$ cat src/rtl/counter_pkg.sv
// Shared types and constants for the up/down counter slice.
package counter_pkg;

   // Boundary behaviour when a step crosses 0 or limit.
   typedef enum logic {
      MODE_WRAP = 1'b0,
      MODE_SAT  = 1'b1
   } mode_e;

   // Direction encoding of the down input.
   localparam logic DIR_UP   = 1'b0;
   localparam logic DIR_DOWN = 1'b1;

endpackage : counter_pkg

$ cat src/rtl/cnt_next.sv
// Combinational next-count and boundary-crossing calculation.
module cnt_next
   import counter_pkg::*;
#(
   parameter int unsigned WIDTH = 8
) (
   input  logic [WIDTH-1:0] cur,
   input  logic [WIDTH:0]   s,
   input  logic             down,
   input  logic             mode,
   input  logic [WIDTH-1:0] limit,
   output logic [WIDTH-1:0] nxt_c,
   output logic             bnd_c
);

   localparam int unsigned XW = WIDTH + 1;

   logic [XW-1:0] cur_x;
   logic [XW-1:0] lim_x;
   logic [XW-1:0] lim1_x;
   logic [XW-1:0] sum_x;
   logic          sat;

   // Extended operands so limit+1 and out+s never overflow.
   always_comb begin
      cur_x  = XW'(cur);
      lim_x  = XW'(limit);
      lim1_x = lim_x + XW'(1);
      sum_x  = cur_x + s;
      sat    = (mode_e'(mode) == MODE_SAT);
   end

   // Next value: out-of-range recovery first, then down/up step with wrap or saturate.
   always_comb begin
      nxt_c = cur;
      bnd_c = 1'b0;
      if (s == '0) begin
         nxt_c = cur;
      end else if (cur_x > lim_x) begin
         nxt_c = sat ? limit : '0;
         bnd_c = 1'b1;
      end else if (down == DIR_DOWN) begin
         if (s <= cur_x) begin
            nxt_c = WIDTH'(cur_x - s);
         end else begin
            nxt_c = sat ? '0 : WIDTH'(cur_x + lim1_x - s);
            bnd_c = 1'b1;
         end
      end else begin
         if (sum_x <= lim_x) begin
            nxt_c = WIDTH'(sum_x);
         end else begin
            nxt_c = sat ? limit : WIDTH'(sum_x - lim1_x);
            bnd_c = 1'b1;
         end
      end
   end

endmodule : cnt_next

$ cat src/rtl/updown_counter_n.sv
// Up/down counter with variable step, runtime limit, wrap/saturate and sticky overflow.
module updown_counter_n
   import counter_pkg::*;
#(
   parameter int unsigned WIDTH  = 8,
   parameter int unsigned STEP_W = 3
) (
   input  logic              clk,
   input  logic              nrst,
   input  logic              en,
   input  logic              down,
   input  logic [STEP_W-1:0] step,
   input  logic              mode,
   input  logic [WIDTH-1:0]  limit,
   input  logic              load,
   input  logic [WIDTH-1:0]  load_val,
   input  logic              clr_ovf,
   output logic [WIDTH-1:0]  out,
   output logic              tc,
   output logic              ovf
);

   localparam int unsigned XW = WIDTH + 1;

   logic [XW-1:0]    step_x;
   logic [XW-1:0]    lim1_x;
   logic [XW-1:0]    s;
   logic [WIDTH-1:0] nxt_c;
   logic             bnd_c;
   logic [WIDTH-1:0] out_d;
   logic             tc_d;

   // Effective step clipped to limit+1 so one step never spans more than a full range.
   always_comb begin
      step_x = XW'(step);
      lim1_x = XW'(limit) + XW'(1);
      s      = (step_x > lim1_x) ? lim1_x : step_x;
   end

   cnt_next #(
      .WIDTH (WIDTH)
   ) u_cnt_next (
      .cur   (out),
      .s     (s),
      .down  (down),
      .mode  (mode),
      .limit (limit),
      .nxt_c (nxt_c),
      .bnd_c (bnd_c)
   );

   // Load beats count; a load is clipped to limit and never pulses tc.
   always_comb begin
      out_d = out;
      tc_d  = 1'b0;
      if (load) begin
         out_d = (load_val > limit) ? limit : load_val;
      end else if (en) begin
         out_d = nxt_c;
         tc_d  = bnd_c;
      end
   end

   // State registers; ovf set wins over clear.
   always_ff @(posedge clk) begin
      if (!nrst) begin
         out <= '0;
         tc  <= 1'b0;
         ovf <= 1'b0;
      end else begin
         out <= out_d;
         tc  <= tc_d;
         if (tc_d) begin
            ovf <= 1'b1;
         end else if (clr_ovf) begin
            ovf <= 1'b0;
         end
      end
   end

endmodule : updown_counter_n

$ cat config.mk
export PLATFORM = sky130hd
export DESIGN_NAME = updown_counter_n
export DESIGN_NICKNAME = d
export VERILOG_FILES = /design/src/rtl/counter_pkg.sv /design/src/rtl/cnt_next.sv /design/src/rtl/updown_counter_n.sv
export SDC_FILE = /design/constraint.sdc
export NUM_CORES = 1
export LEC_CHECK = 0
export CAP_MARGIN = 20
export CORE_MARGIN = 1
export CORE_UTILIZATION = 41
export DETAILED_ROUTE_END_ITERATION = 16
export GPL_TIMING_DRIVEN = 0
export HOLD_SLACK_MARGIN = 0.1
export PLACE_DENSITY = 0.56
export SLEW_MARGIN = 20
export SYNTH_ARGS = -nofsm -noshare
export SYNTH_HDL_FRONTEND = slang
export SYNTH_HIERARCHICAL = 1
export SYNTH_SLANG_ARGS = --single-unit
$ cat constraint.sdc
create_clock -name clk -period 7.6 [get_ports clk]
set_input_delay 1.14 -clock clk [delete_from_list [all_inputs] [get_ports clk]]
set_output_delay 1.14 -clock clk [all_outputs]
set_load 0.01 [all_outputs]
==> qor.yml, run 1 <==
outcome: "completed"
start_kind: "input port"
relSlewSlack_pct: 46.6
finalCritPeriodShare_pct: 93.9
vias: 4000
diodes: 0
worst_slew_pin_slew_ps: 795
crit_fanout: 10
max_cap_violations: 0
fp.dieH_um: 98.9
clkTransAtPathRegs_ps: 50
final_cell_mix: "ha_1, inv_1, o21ai_0, clkdlybuf4s50_1, conb_1"
finalNonFillerCells: 679
clock.fmax_mhz: 140
synthAdderAreaFrac_pct: 26.6
via_per_inst: 5.89
clkLatencyLatePin_ps: 240
power_density_mw_per_mm2: 172
grt_pass1_vias: 3979
synth_xor_xnor_area_share_pct: 5.88
synthSimpleGateAreaFrac_pct: 21.2
power.leakage_uw: 0.00204
cts_max_level: 1
yosysSeqAreaShare_pct: 5.20
rows: 35
layout-drive-gt1-share_pct: 8.27
synth_top_flop_cell: "dfxtp_1"
die_w_um: 98.9
setup_viol: 0
ys.warnings.count: 6
place_ws_ps: -844
die_area_mm2: 0.00979
grt_start_max_net_pins: 16
synth_cell_types: 68
area_delta_synth_final_pct: 16.7
place_congestion: 0.964
synthMuxAreaShare_pct: 7.24
setup_tns_ps: 0
detail-route-antenna-nets: 0
final_common_cell: "ha_1"
fill_cells: 964
cts.sinks: 10
nets: 671
grt_setup_unrepaired: "false"
async_flop_share_pct: 0
crit_top_cell: "ha_1"
required_ps: 7710
synth_edf_count: 0
synth_area_mm2: 0.00385
min_from: "ovf"
avgSynthCellArea_um2: 7.64
critical-path-slowest-cell: "dlymetal6s2s_1"
ir_worst_vdd_mv: 0.0901
start_util_pct: 42.1
syn_inst: 504
drc: 0
num_io_pins: 36
cts_root_buf: "clkbuf_8"
core_area_mm2: 0.00915
crit_start: "limit[1]"
power_uw: 771
synth_top_family_by_area: "adder cells"
drt_iter0_markers: 210
wl_per_cell_um: 18.3
antenna_found_initial: 0
end_kind: "register"
cts_buffer_depth: 2
min_path_type: "reg2reg"
dp_hpwl_um: 10200
fin_skew_ps: 3.10
max_stage_delay_ps: 390
fin_crit_ps: 7140
r2r_start: "out[4]"
routed_wl_um: 12400
slew_viol_final: 0
cts_buffers: 3
grt_pass1_wl_um: 19900
ys_ff_latch: 10
synth_compound_area_share_pct: 26.2
place_inst: 674
grt-ovfl-total: 0
place.port_buffers: 33
postLayoutSetupSlackWorst_ps: 460
critPathArrivalTime_ps: 7250
grt.total_usage_pct: 25.8
whs_ps: 485
crit_type: "in2reg"
tritoncts: "built"
firstDrtPassIters: 5
hold_viol_final: 0
==> worst max-delay path, delay by kind of cell <==
kind	cells	cell delay [ps]
AO/OA/AOI/OAI	9	2210
multiplexers	2	630
AND/OR/NAND/NOR	7	990
adder cells (fa/ha/maj)	4	1260
XOR/XNOR	1	180
buffers and inverters	4	830
==> metal layers <==
layer / up-vias / GRT usage (%) / share of wire, %
met5: - / 0 / 0
met4: 0 / 11.1 / 3.4
met3: 30 / 0.993 / 4.1
met2: 124 / 47.7 / 49
met1: 1883 / 31.0 / 43
li1: 1963 / - / -
==> flip-flops by register name, summed over array words and instances, names as in the netlist <==
| signal | count |
|---|---|
| tc | 1 |
| ovf | 1 |
| out | 8 |
==> per-stage QoR <==
stage | utilization, % | cell area, um2
CTS | 49.1 | 4490
global placement | 48.3 | 4420
global route | 49.1 | 4500
detailed placement | 48.3 | 4420
finish | 49.1 | 4500
floorplan | - | 3950
==> final cells by class <==
type / count / area, um2 / share of cell area [%]
buffer: 16 / 78.8 / 1.75
timing repair buffer: 34 / 338 / 7.51
inverter: 56 / 210 / 4.68
multi-input combinational: 448 / 3470 / 77.3
sequential: 10 / 200 / 4.45
tap: 111 / 139 / 3.09
clock buffer: 4 / 55.1 / 1.22
==> Yosys cell counts, types with 3 or more instances <==
library cell   n  area (um2)
nor3b_1        4        30.0
o221ai_1       3        26.3
nor4_1         7        43.8
nand2_1       17        63.8
o211ai_1       6        45.0
fa_1          10         200
buf_2          3        15.0
a21oi_1       25         125
nor2_1        23        86.3
nor3_1        16        80.1
nand3_1       22         110
nand4_1        7        43.8
nand2b_1       7        43.8
clkbuf_1      11        41.3
mux2_2        15         169
a21o_1         6        45.0
ha_1          66         826
and3_1         9        56.3
o21ai_0       34         170
nor2b_1       18         113
o311a_1        3        30.0
o21a_1         8        60.1
mux2i_1       11         110
dfxtp_1       10         200
a31o_2         3        26.3
a22oi_1        4        30.0
or3_1          3        18.8
a211oi_1       6        45.0
xnor2_1       15         131
a211oi_2       4        50.1
a31oi_1       14        87.6
or2_2          3        18.8
inv_1         55         206
xor2_1         9        78.8
==> what timing repair did <==
action,CTS,global route
buffers inserted,1,0
hold endpoints to repair,0,0
resized for setup,5,4
setup endpoints to repair,10,8
hold buffers,0,0
==> power by group <==
| part | switching [uW] | internal [uW] |
|---|---|---|
| registers | 16.7 | 59.1 |
| logic | 355 | 274 |
| clock network | 21.7 | 45.6 |
| total | 393 | 378 |
==> cells by family after synthesis <==
| group | after synthesis |
|---|---|
| AO/OA/AOI/OAI | 146 |
| adder cells (fa/ha/maj) | 76 |
| AND/OR/NAND/NOR | 148 |
| multiplexers | 26 |
| flip-flops | 10 |
| other | 1 |
| XOR/XNOR | 25 |
| buffers and inverters | 72 |
==> path summary, 6_finish.rpt <==
path / slack (ps) / cells past startpoint / to
hold reg to reg: 490 / 1 / ovf
hold / removal: 490 / 1 / ovf
setup / recovery: 460 / 27 / out[4]
setup reg to reg: 2930 / 17 / out[4]
Power figures use the tool's default switching activity.
==> run 2, diff against run 1 <==
CORE_MARGIN = 2   (was 1)
==> run 2 against run 1 <==
  * Non-clock buffer count down 1
  * Combinational power is 1% lower
  * Worst hold slack improved by 4.0 ps
  * Clock skew up 0.53 ps
  * Count of clock-buffer cells in the layout did not move
  * Critical endpoint is now out[7]
  * Clock power down 1%
  * Fmax down 0.86%
  * Wire length shrank 1.6%
  * Sequential share of layout area is essentially flat
  * Register-to-register slack improved by 80 ps
  * Worst setup slack lost 62 ps
  * Sequential power barely moved
==> qor.yml, run 2 (synthesized netlist as in run 1, its figures left out) <==
drc: 0  # unchanged
wl_per_cell_um: 18.0  # -1.4%
power.leakage_uw: 0.00203  # -0.30%
seq_area_um2: 200  # unchanged
cts_buffers: 3  # unchanged
cts_setup_buffers: 0  # -1
worst_slew_pin_slew_ps: 752  # -43.1 ps
min_from: "ovf"
final_cell_mix: "ha_1, inv_1, o21ai_0, clkdlybuf4s50_1, conb_1"
area_delta_synth_final_pct: 17.3
crit_fanout: 15  # +5
place_congestion: 0.925  # -4.0%
die_area_mm2: 0.0102  # +4.1%
post_dp_cell_area_mm2: 0.00442  # unchanged
dp_hpwl_um: 9970  # -2.5%
setup_viol: 0  # unchanged
max_cap_violations: 0  # unchanged
num_io_pins: 36  # unchanged
final_common_cell: "ha_1"
crit_family: "compound AO/OA/AOI/OAI gates"
layout-drive-gt1-share_pct: 8.82  # +0.54 points
die_w_um: 101  # +2.0%
firstDrtPassIters: 7  # +2
largest_register_ffs: 8  # unchanged
hold-path-cell-count: 1  # unchanged
max_stage_delay_ps: 370  # -20 ps
critPathArrivalTime_ps: 7300  # +50 ps
min_path_type: "reg2reg"
fin_area_mm2: 0.00452  # +0.45%
fill_cells: 929  # -3.6%
cts.sinks: 10  # unchanged
fin_crit_ps: 7200  # +62.2 ps
antenna_found_initial: 0  # unchanged
top_regs: "out x8, ovf x1, tc x1"
clock.fmax_mhz: 139  # -0.86%
p_switching_uw: 387  # -1.5%
grt_start_max_net_pins: 16  # unchanged
r2r_start: "out[2]"
drt_iter0_markers: 192  # -8.6%
internal-power_uw: 377  # -0.39%
seq_power_share_pct: 10.0  # +0.2 points
start_util_pct: 41.9  # -0.20 points
fp.dieH_um: 101  # +2.0%
cts_buffer_depth: 2  # unchanged
rows: 35  # unchanged
outcome: "completed"
pwr-share-clk_pct: 8.7  # about the same
grt_pass1_wl_um: 19500  # -2.1%
diodes: 0  # unchanged
grt_pass1_vias: 3842  # -3.4%
setup_tns_ps: 0  # unchanged
grt-ovfl-total: 0  # unchanged
power_density_mw_per_mm2: 169  # -1.4%
fin_skew_ps: 3.64  # +0.532 ps
clkTransAtPathRegs_ps: 50  # about the same
hold_viol_final: 0  # unchanged
crit_start: "limit[0]"
via_per_inst: 5.86  # -0.50%
crit_top_cell: "ha_1"
r2r-end: "out[7]"
top_register: "out"
hold_end: "ovf"
combPwrFrac_pct: 81.4  # about the same
reg2reg_slack_ps: 3010  # +80 ps
reg2reg_depth: 17  # unchanged
critical-path-slowest-cell: "nor4_1"
multi_input_area_mm2: 0.00351  # +1.0%
grt.total_usage_pct: 24.3  # -1.5 points
vias: 3974  # -0.65%
tritoncts: "built"
grt_setup_unrepaired: "false"
core_area_mm2: 0.00920  # +0.48%
place.port_buffers: 33  # unchanged
required_ps: 7700  # about the same
netSwitchingFraction_pct: 50.7  # -0.28 points
cts_root_buf: "clkbuf_8"
slew_viol_final: 0  # unchanged
relSlewSlack_pct: 49.5  # +2.9 points
start_kind: "input port"
clkLatencyLatePin_ps: 240  # about the same
routed_wl_um: 12200  # -1.6%
detail-route-antenna-nets: 0  # unchanged
ir_worst_vdd_mv: 0.0767  # -15%
finalCritPeriodShare_pct: 94.8  # +0.82 points
crit_buf_inv: 3  # -1
cts_max_level: 1  # unchanged
nets: 670  # -0.15%
crit_type: "in2reg"
power_uw: 764  # -0.96%
end_kind: "register"
-- run 2: through the flow --
step                      cells  hold WS [ps]  setup WS (ps)  utilization (%)
after floorplan             530           531           1420                -
after global placement      674           468           -902             48.0
after detailed placement    674           488           -947             48.0
after global routing        678           513            159             49.1
final                       678           489            398             49.1
after CTS                   678           499           21.1             48.9
-- run 2: what timing repair did --
| action | in CTS | in global routing |
|---|---|---|
| resized for setup | 7 | 9 |
| hold buffers | 0 | 0 |
| setup endpoints to repair | 10 | 9 |
-- run 2: area by class of cell --
cell class,count,area share [%]
Multi-Input combinational cell,448,77.7
Timing Repair Buffer,33,7.15
Inverter,56,4.66
Sequential cell,10,4.43
Tap cell,111,3.08
Buffer,16,1.75
Clock buffer,4,1.22
-- run 2: layer usage --
layer  vias up  global-route usage, %  wire [um]
met5         -                      0          0
li1       1964                      -          -
met4         0                   5.61        256
met3        22                  0.763        496
met2       122                   45.5       6000
met1      1866                   30.8       5470
-- run 2: worst max-delay path by stage --
stage | endpoint | slack, ps | cells after the start
after floorplan | out[4] | 1420 | 25
after detailed placement | out[0] | -950 | 26
after CTS | out[4] | 20 | 27
after global placement | out[0] | -900 | 26
after global routing | out[4] | 160 | 27
final | out[7] | 400 | 26
-- run 2: power groups by stage --
stage	sequential [uW]	combinational, uW	clock, uW
after floorplan	73.3	442	0
after global placement	77.2	596	0
after detailed placement	77.6	602	0
after CTS	76.6	608	66.6
after global routing	77.8	686	68.8
final	76.1	621	66.3
==> run 3, diff against run 2 <==
CORE_UTILIZATION = 60   (was 41)
PLACE_DENSITY = 0.79   (was 0.56)
clock period = 7.9 ns   (was 7.6 ns; I/O delays follow)
==> run 3 against run 2 <==
  * Via count rose by 4.2%
  * Register-to-register slack improved by 190 ps
  * Wire length fell by 3.8%
  * Die area down 31%
  * Worst hold slack about the same
  * Non-clock buffer count rose by 1
  * Worst setup slack lost 170 ps
  * Total power fell by 5.0%
  * Clock skew is 2.3 ps lower
  * Clock power down 19%
  * Largest power group unchanged
==> qor.yml, run 3 (synthesized netlist as in run 1, its figures left out) <==
combPwrFrac_pct: 82.6  # +1.2 points
cts_buffer_depth: 2  # unchanged
hold_viol_final: 0  # unchanged
vias: 4139  # +4.2%
netSwitchingFraction_pct: 51.3  # +0.58 points
critPathArrivalTime_ps: 7840  # +540 ps
drc: 0  # unchanged
cts_buffers: 3  # unchanged
start_util_pct: 61.4  # +19 points
end_kind: "register"
layout-drive-gt1-share_pct: 7.94  # -0.88 points
detail-route-antenna-nets: 0  # unchanged
largest_register_ffs: 8  # unchanged
fin_skew_ps: 1.37  # -2.26 ps
grt.total_usage_pct: 33.0  # +8.7 points
power.leakage_uw: 0.00202  # -0.51%
ir_worst_vdd_mv: 0.109  # +41%
power_uw: 726  # -5.0%
required_ps: 8070  # +370 ps
max_cap_violations: 0  # unchanged
firstDrtPassIters: 6  # -1
finalCritPeriodShare_pct: 97.1
routed_wl_um: 11800  # -3.8%
fill_cells: 540  # -42%
tritoncts: "built"
cts_max_level: 1  # unchanged
cts.sinks: 10  # unchanged
power_density_mw_per_mm2: 163  # -3.5%
crit_top_cell: "ha_1"
clock.fmax_mhz: 130
drt_iter0_markers: 268  # +40%
die_area_mm2: 0.00708  # -31%
place_ws_ps: -375  # +572 ps
top_regs: "out x8, ovf x1, tc x1"
clkLatencyLatePin_ps: 240  # about the same
outcome: "completed"
seq_power_share_pct: 10.0  # about the same
finalNonFillerCells: 644  # -5.0%
grt_start_max_net_pins: 16  # unchanged
place_inst: 640  # -5.0%
relSlewSlack_pct: 44.5  # -4.9 points
final_cell_mix: "ha_1, inv_1, o21ai_0, clkdlybuf4s50_1, conb_1"
dp_hpwl_um: 9530  # -4.4%
num_io_pins: 36  # unchanged
rows: 29  # -17%
clkTransAtPathRegs_ps: 50  # about the same
cts_root_buf: "clkbuf_8"
place_congestion: 1.01  # +9.4%
worst_slew_pin_slew_ps: 830  # +77.5 ps
crit_type: "in2reg"
start_kind: "input port"
area_delta_synth_final_pct: 15.5
fin_crit_ps: 7670
via_per_inst: 6.43  # +9.7%
critical-path-slowest-cell: "a2111oi_1"
max_stage_delay_ps: 760  # +390 ps
core_area_mm2: 0.00628  # -32%
crit_family: "compound AO/OA/AOI/OAI gates"
grt_setup_unrepaired: "false"
grt_pass1_vias: 3946  # +2.7%
internal-power_uw: 354  # -6.1%
postLayoutSetupSlackWorst_ps: 227  # -170 ps
slew_viol_final: 0  # unchanged
setup_viol: 0  # unchanged
die_w_um: 84.1  # -17%
wl_per_cell_um: 18.3  # +1.3%
top_register: "out"
grt-ovfl-total: 0  # unchanged
fp.dieH_um: 84.1  # -17%
antenna_found_initial: 0  # unchanged
diodes: 0  # unchanged
min_path_type: "reg2reg"
postCtsHoldBufs: 0  # unchanged
place.port_buffers: 33  # unchanged
setup_tns_ps: 0  # unchanged
p_switching_uw: 372  # -3.9%
crit_buf_inv: 3  # unchanged
crit_fanout: 10  # -5
final_common_cell: "ha_1"
pwr-share-clk_pct: 7.4  # -1.3 points
fin_util_pct: 70.9  # +22 points
nets: 671  # +0.15%
grt_pass1_wl_um: 19100  # -1.9%
## run 3: changes by cell type in the layout (fill, tap and decap cells not counted), sizes merged
cell	before	now
buf	5	6
clkbuf	17	14
clkdlybuf4s50	30	32
## run 3: area by class of cell
class	count	area, um2	share of cell area, %
flip-flops and latches	10	200	4.50
multi-input cells	448	3480	78.3
inverters	56	210	4.72
plain buffers	16	78.8	1.77
clock buffers	3	41.3	0.928
well taps	77	96.3	2.17
repair buffers	34	340	7.65
## run 3: worst paths after layout
| check | from | slack [ps] | depth (start not counted) | endpoint |
|---|---|---|---|---|
| worst min register to register | ovf | 490 | 1 | ovf |
| worst max-delay path | limit[1] | 230 | 25 | out[3] |
| worst min-delay path | ovf | 490 | 1 | ovf |
| worst max register to register | out[4] | 3200 | 16 | out[3] |
## run 3: per-layer routing
metal	wire (um)	share of wire (%)	GRT usage, %	up-vias
li1	-	-	-	1966
met1	4770	41	40.1	1912
met2	5540	47	57.9	207
met3	759	6.5	1.88	54
met4	681	5.8	18.6	0
met5	0	0	0	-
## run 3: repair_timing
action                     in CTS  in global routing
pin swaps                       0                  0
setup endpoints to repair       8                 10
buffers inserted                0                  1
resized for setup               2                  4
## run 3: through the flow
stage,hold WS [ps],instance area [um2]
after global placement,466,4380
after CTS,496,4420
after floorplan,531,3950
final,489,4450
after global routing,529,4450
after detailed placement,485,4380
## run 3: power groups by stage
| stage | combinational, uW | clock [uW] | sequential (uW) |
|---|---|---|---|
| 6_report | 600 | 53.7 | 72.8 |
| 5_1_grt | 656 | 55.5 | 74.1 |
| 3_3_place_gp | 559 | 0 | 73.9 |
| 4_1_cts | 579 | 51.8 | 73.1 |
| 3_5_place_dp | 573 | 0 | 74.0 |
| 2_1_floorplan | 426 | 0 | 70.6 |
## run 3: worst register-to-register path, cell delays in order, from the launching register on
cell       delay (ps)
dfxtp_1           570
ha_1              330
buf_6             150
or2_2             320
a2111oi_1         730
a211oi_2          200
ha_1              360
nand4_1            90
or2_2             280
o211ai_1          130
nand3_2           270
o311a_1           200
o311ai_0          420
a22o_1            220
mux2_2            150
o21ai_0            70
a31oi_1           140
==> RTL change 1 (flow settings as in run 3) <==
Reset style: asynchronous (`nrst`), changed in one clocked block.
--- a/src/rtl/updown_counter_n.sv
+++ b/src/rtl/updown_counter_n.sv
@@ -62,7 +62,7 @@
    end
 
    // State registers; ovf set wins over clear.
-   always_ff @(posedge clk) begin
+   always_ff @(posedge clk or negedge nrst) begin
       if (!nrst) begin
          out <= '0;
          tc  <= 1'b0;
Formal check against the unedited RTL: differs if nrst is asserted again (counterexample within 4 cycles, from zero or initial values and one cycle with nrst low); with nrst held inactive, the same outputs for 10 cycles.
==> RTL change 1 against run 3 <==
  * Sequential cell count is the same
  * First-iteration DRC count grew 27%
  * Critical path depth grew 3
  * Synthesized area grew 0.75%
  * Wire length grew 4.1%
  * Global-route usage grew 1.4 points
  * Worst setup slack gained 81 ps
  * Design area grew 1.5%
  * Total power grew 50%
  * Clock skew grew 3.0 ps
==> RTL change 1: results (changes against run 3) <==
----------------------------------------------------
[Run status]
  Result of the run ... completed

[Worst setup path]
  Crit path capture ... out[4]
  FF-to-FF path depth ... 19 (+3)
  CP max-delay cell ... sky130_fd_sc_hd__clkdlybuf4s50_1
  Worst path max stage delay ... 610 ps (-150 ps)

[Synth]
  Post-Synth Adder-Cell Area ... 26.4% (-0.20 points)
  Fraction of the mapped netlist area in compound gates ... 26.5% (+0.26 points)
  Prevailing post-synth register cell ... sky130_fd_sc_hd__dfrtp_1
  Per-instance average area after synthesis ... 7.67 um2 (+0.35%)
  Cell types with the largest area share after synthesis ... sky130_fd_sc_hd__ha_1 (21%), sky130_fd_sc_hd__dfrtp_1 (6.4%), sky130_fd_sc_hd__inv_1 (5.3%), sky130_fd_sc_hd__fa_1 (5.2%), sky130_fd_sc_hd__nor2b_1 (4.2%)
  Ranking of synthesized cells by instance count ... sky130_fd_sc_hd__ha_1 (66), sky130_fd_sc_hd__inv_1 (55), sky130_fd_sc_hd__nor2b_1 (26), sky130_fd_sc_hd__o21ai_0 (26), sky130_fd_sc_hd__a21oi_1 (25)
  Fraction of registers with async set or reset after synthesis ... 100% (+100 points)

[Routing]
  Met2 Routed Length ... 6000 um (+8.3%)
  Via count of the routed design ... 4217 (+1.9%)
  Wire per inst ... 18.9 um (+3.5%)
  Number of iterations in the first detailed-routing pass ... 5 (-1)

[Timing]
  Fin Clk Skew ... 4.33 ps (+2.95 ps)
  Least-Margin Pin Slew ... 825 ps (-4.96 ps)
  Worst-case setup margin in the final layout ... 308 ps (+80.7 ps)

[Global route]
  Total global-route track usage ... 34.5% (+1.4 points)
  Global routing met3 resource utilization ... 3.74% (+1.9 points)
  Vias in the first global route ... 4109 (+4.1%)

[Finish]
  Layout fillers ... 567 (+5.0%)
  Total Nets Final ... 674 (+0.45%)
  Share of cells above drive strength 1 ... 6.83% (-1.1 points)
  Reg area ... 250 um2 (+25%)

[Power and ir drop]
  Internal portion of total power ... 0.000507 W (+43%)
  Peak supply drop ... 0.149 mV (+37%)

[Placed design]
  Detailed-placement wirelength estimate ... 9830 um (+3.1%)
  Post-placement setup slack ... -684 ps (-309 ps)
  Dpl cells ... 642 (+0.31%)
  Post-placement cell area ... 4400 um2 (+0.66%)

----------------------------------------------------
RTL change 1: how the worst min path moves through the flow:
| stage | start | endpoint | slack (ps) | depth (start not counted) |
|---|---|---|---|---|
| global placement | ovf | ovf | 520 | 2 |
| detailed placement | ovf | ovf | 560 | 2 |
| floorplan | ovf | ovf | 560 | 2 |
| global route | ovf | ovf | 590 | 2 |
| CTS | ovf | ovf | 570 | 2 |
| finish | ovf | ovf | 570 | 2 |
RTL change 1: timing repair:
item	in CTS	in global routing
gates resized for setup	6	3
pin swaps	0	2
setup endpoints to repair	10	8
cloned	0	0
buffers inserted	0	2
RTL change 1: final cells by class:
type | instances | area share [%]
well taps | 77 | 2.13
multi-input cells | 449 | 77.0
clock buffers | 4 | 1.22
inverters | 56 | 4.65
repair buffers | 35 | 7.62
flip-flops and latches | 10 | 5.54
plain buffers | 17 | 1.83
==> RTL change 2 (settings of run 3) <==
Without the edit above. `STEP_W`: 3 -> 5.
--- a/src/rtl/updown_counter_n.sv
+++ b/src/rtl/updown_counter_n.sv
@@ -3,7 +3,7 @@
    import counter_pkg::*;
 #(
    parameter int unsigned WIDTH  = 8,
-   parameter int unsigned STEP_W = 3
+   parameter int unsigned STEP_W = 5
 ) (
    input  logic              clk,
    input  logic              nrst,
Ports: changed (resized step); port bits go from 36 to 38. No check against the original RTL was run, so the function may have changed too.
==> RTL change 2 against run 3 <==
  * Sequential cell count unchanged
  * Wire length up 1.2%
  * Total power is 5.1% higher
  * Highest routed layer unchanged
  * Clock skew is essentially flat
  * Synthesized cell count is 2.2% higher
  * Global-route usage fell by 0.80 points
  * Synthesized area up 2.1%
  * Worst setup slack improved by 170 ps
  * Design area increased by 2.3%
==> RTL change 2: results (changes against run 3) <==
----------------------------------------------------
[Synth]
  Post-Synth Adder-Cell Area ... 26.7% (+0.077 points)
  Count of unique library cells instantiated by Yosys ... 69 (+1.5%)
  Post-synthesis xor/xnor area fraction ... 6.20% (+0.32 points)
  Ranking of synthesized cells by instance count ... sky130_fd_sc_hd__ha_1 (68), sky130_fd_sc_hd__inv_1 (58), sky130_fd_sc_hd__o21ai_0 (33), sky130_fd_sc_hd__a21oi_1 (26)
  Fraction of the mapped netlist area in compound gates ... 25.9% (-0.30 points)
  Post-synthesis sequential area ratio ... 5.09% (-0.11 points)
  Mux cell area share after synthesis ... 7.41% (+0.17 points)

[Routing]
  Number of iterations in the first detailed-routing pass ... 5 (-1)
  Vias per std cell ... 6.44 (+0.27%)

[Worst setup path]
  Flop-to-flop setup slack ... 3370 ps (+170 ps)
  Worst path max stage delay ... 410 ps (-350 ps)
  FF-to-FF path depth ... 18 (+2)
  Startpoint of the worst register-to-register path ... out[2]
  Critical path arrival ... 7610 ps (-230 ps)

[Timing]
  Worst hold slack after final layout ... 489 ps (-0.708 ps)
  Least-Margin Pin Slew ... 744 ps (-85.9 ps)
  Fin Clk Skew ... 1.58 ps (+0.201 ps)

[Power and ir drop]
  Leak Pwr ... 2.09 nW (+3.2%)
  Total net switching power ... 0.000394 W (+6.0%)
  Peak supply drop ... 0.116 mV (+6.4%)

[Placed design]
  Global placer's final weighted congestion ... 1.06 (+4.8%)
  Detailed-placement wirelength estimate ... 9520 um (about the same)
  Post-placement cell area ... 4450 um2 (+1.7%)
  Post-placement setup slack ... -743 ps (-368 ps)

[Finish]
  Number of antenna repair diodes ... 0 (unchanged)
  Layout fillers ... 533 (-1.3%)
  Total Nets Final ... 679 (+1.2%)
  Share of cells above drive strength 1 ... 8.58% (+0.64 points)

[Global route]
  Vias in the first global route ... 3984 (+0.96%)
  Total global-route track usage ... 32.2% (-0.80 points)
  Wire length of the first global-routing pass ... 18900 um (-0.80%)

[Run status]
  Result of the run ... completed

[Clocking]
  Clock Tree Root ... sky130_fd_sc_hd__clkbuf_8

----------------------------------------------------
==> RTL change 2: timing repair <==
item / 4_1_cts / 5_1_grt
setup buffers: 0 / 0
endpoints found under the setup margin: 10 / 9
resized for setup: 7 / 10
endpoints found under the hold margin: 0 / 0
==> RTL change 2: layout make-up <==
cell class | instances | share of cell area (%)
buffer | 16 | 1.73
clock buffer | 3 | 0.907
inverter | 59 | 4.86
multi-input combinational | 448 | 78.2
sequential | 10 | 4.40
tap | 77 | 2.12
timing repair buffer | 35 | 7.75
==> RTL change 2: through the flow <==
stage               util [%]  instances
floorplan                  -        533
global placement        70.0        645
detailed placement      70.0        645
CTS                     71.1        648
global route            71.7        648
finish                  71.7        648
==> RTL change 2: layer usage <==
metal	track usage (%)	up-vias	part of all wire [%]
li1	-	1989	-
met1	37.8	1952	40
met2	59.7	192	50
met3	2.82	43	6.4
met4	13.4	0	3.3
met5	0	-	0
==> RTL change 2: how the worst max path moves through the flow <==
stage | from | to | slack, ps | depth (start not counted)
finish | limit[1] | out[4] | 390 | 29
detailed placement | limit[0] | out[7] | -740 | 26
global route | limit[1] | out[4] | 30 | 29
global placement | limit[0] | out[7] | -600 | 26
CTS | limit[1] | out[4] | 70 | 28
floorplan | limit[0] | out[4] | 1400 | 26
==> RTL change 2: worst reg2reg max path, cell delays in order (launching register included) <==
cell,delay (ps)
sky130_fd_sc_hd__dfxtp_1,580
sky130_fd_sc_hd__ha_1,330
sky130_fd_sc_hd__buf_6,140
sky130_fd_sc_hd__nand2b_1,210
sky130_fd_sc_hd__a211oi_4,360
sky130_fd_sc_hd__nor4_1,100
sky130_fd_sc_hd__a211oi_2,290
sky130_fd_sc_hd__ha_1,350
sky130_fd_sc_hd__a22oi_1,200
sky130_fd_sc_hd__nand2_1,70
sky130_fd_sc_hd__o211ai_1,300
sky130_fd_sc_hd__and3_1,210
sky130_fd_sc_hd__buf_2,170
sky130_fd_sc_hd__nor2_1,80
sky130_fd_sc_hd__o2111a_1,250
sky130_fd_sc_hd__a221o_1,290
sky130_fd_sc_hd__mux2_2,270
sky130_fd_sc_hd__o21ai_0,150
sky130_fd_sc_hd__a31oi_1,50
==> RTL change 2: power by group through the flow <==
| stage | Clock [W] | Sequential, W | Combinational [W] |
|---|---|---|---|
| CTS | 0.0000506 | 0.0000719 | 0.000615 |
| global placement | 0 | 0.0000725 | 0.000590 |
| finish | 0.0000512 | 0.0000720 | 0.000640 |
| floorplan | 0 | 0.0000708 | 0.000449 |
| detailed placement | 0 | 0.0000729 | 0.000606 |
| global route | 0.0000523 | 0.0000734 | 0.000692 |
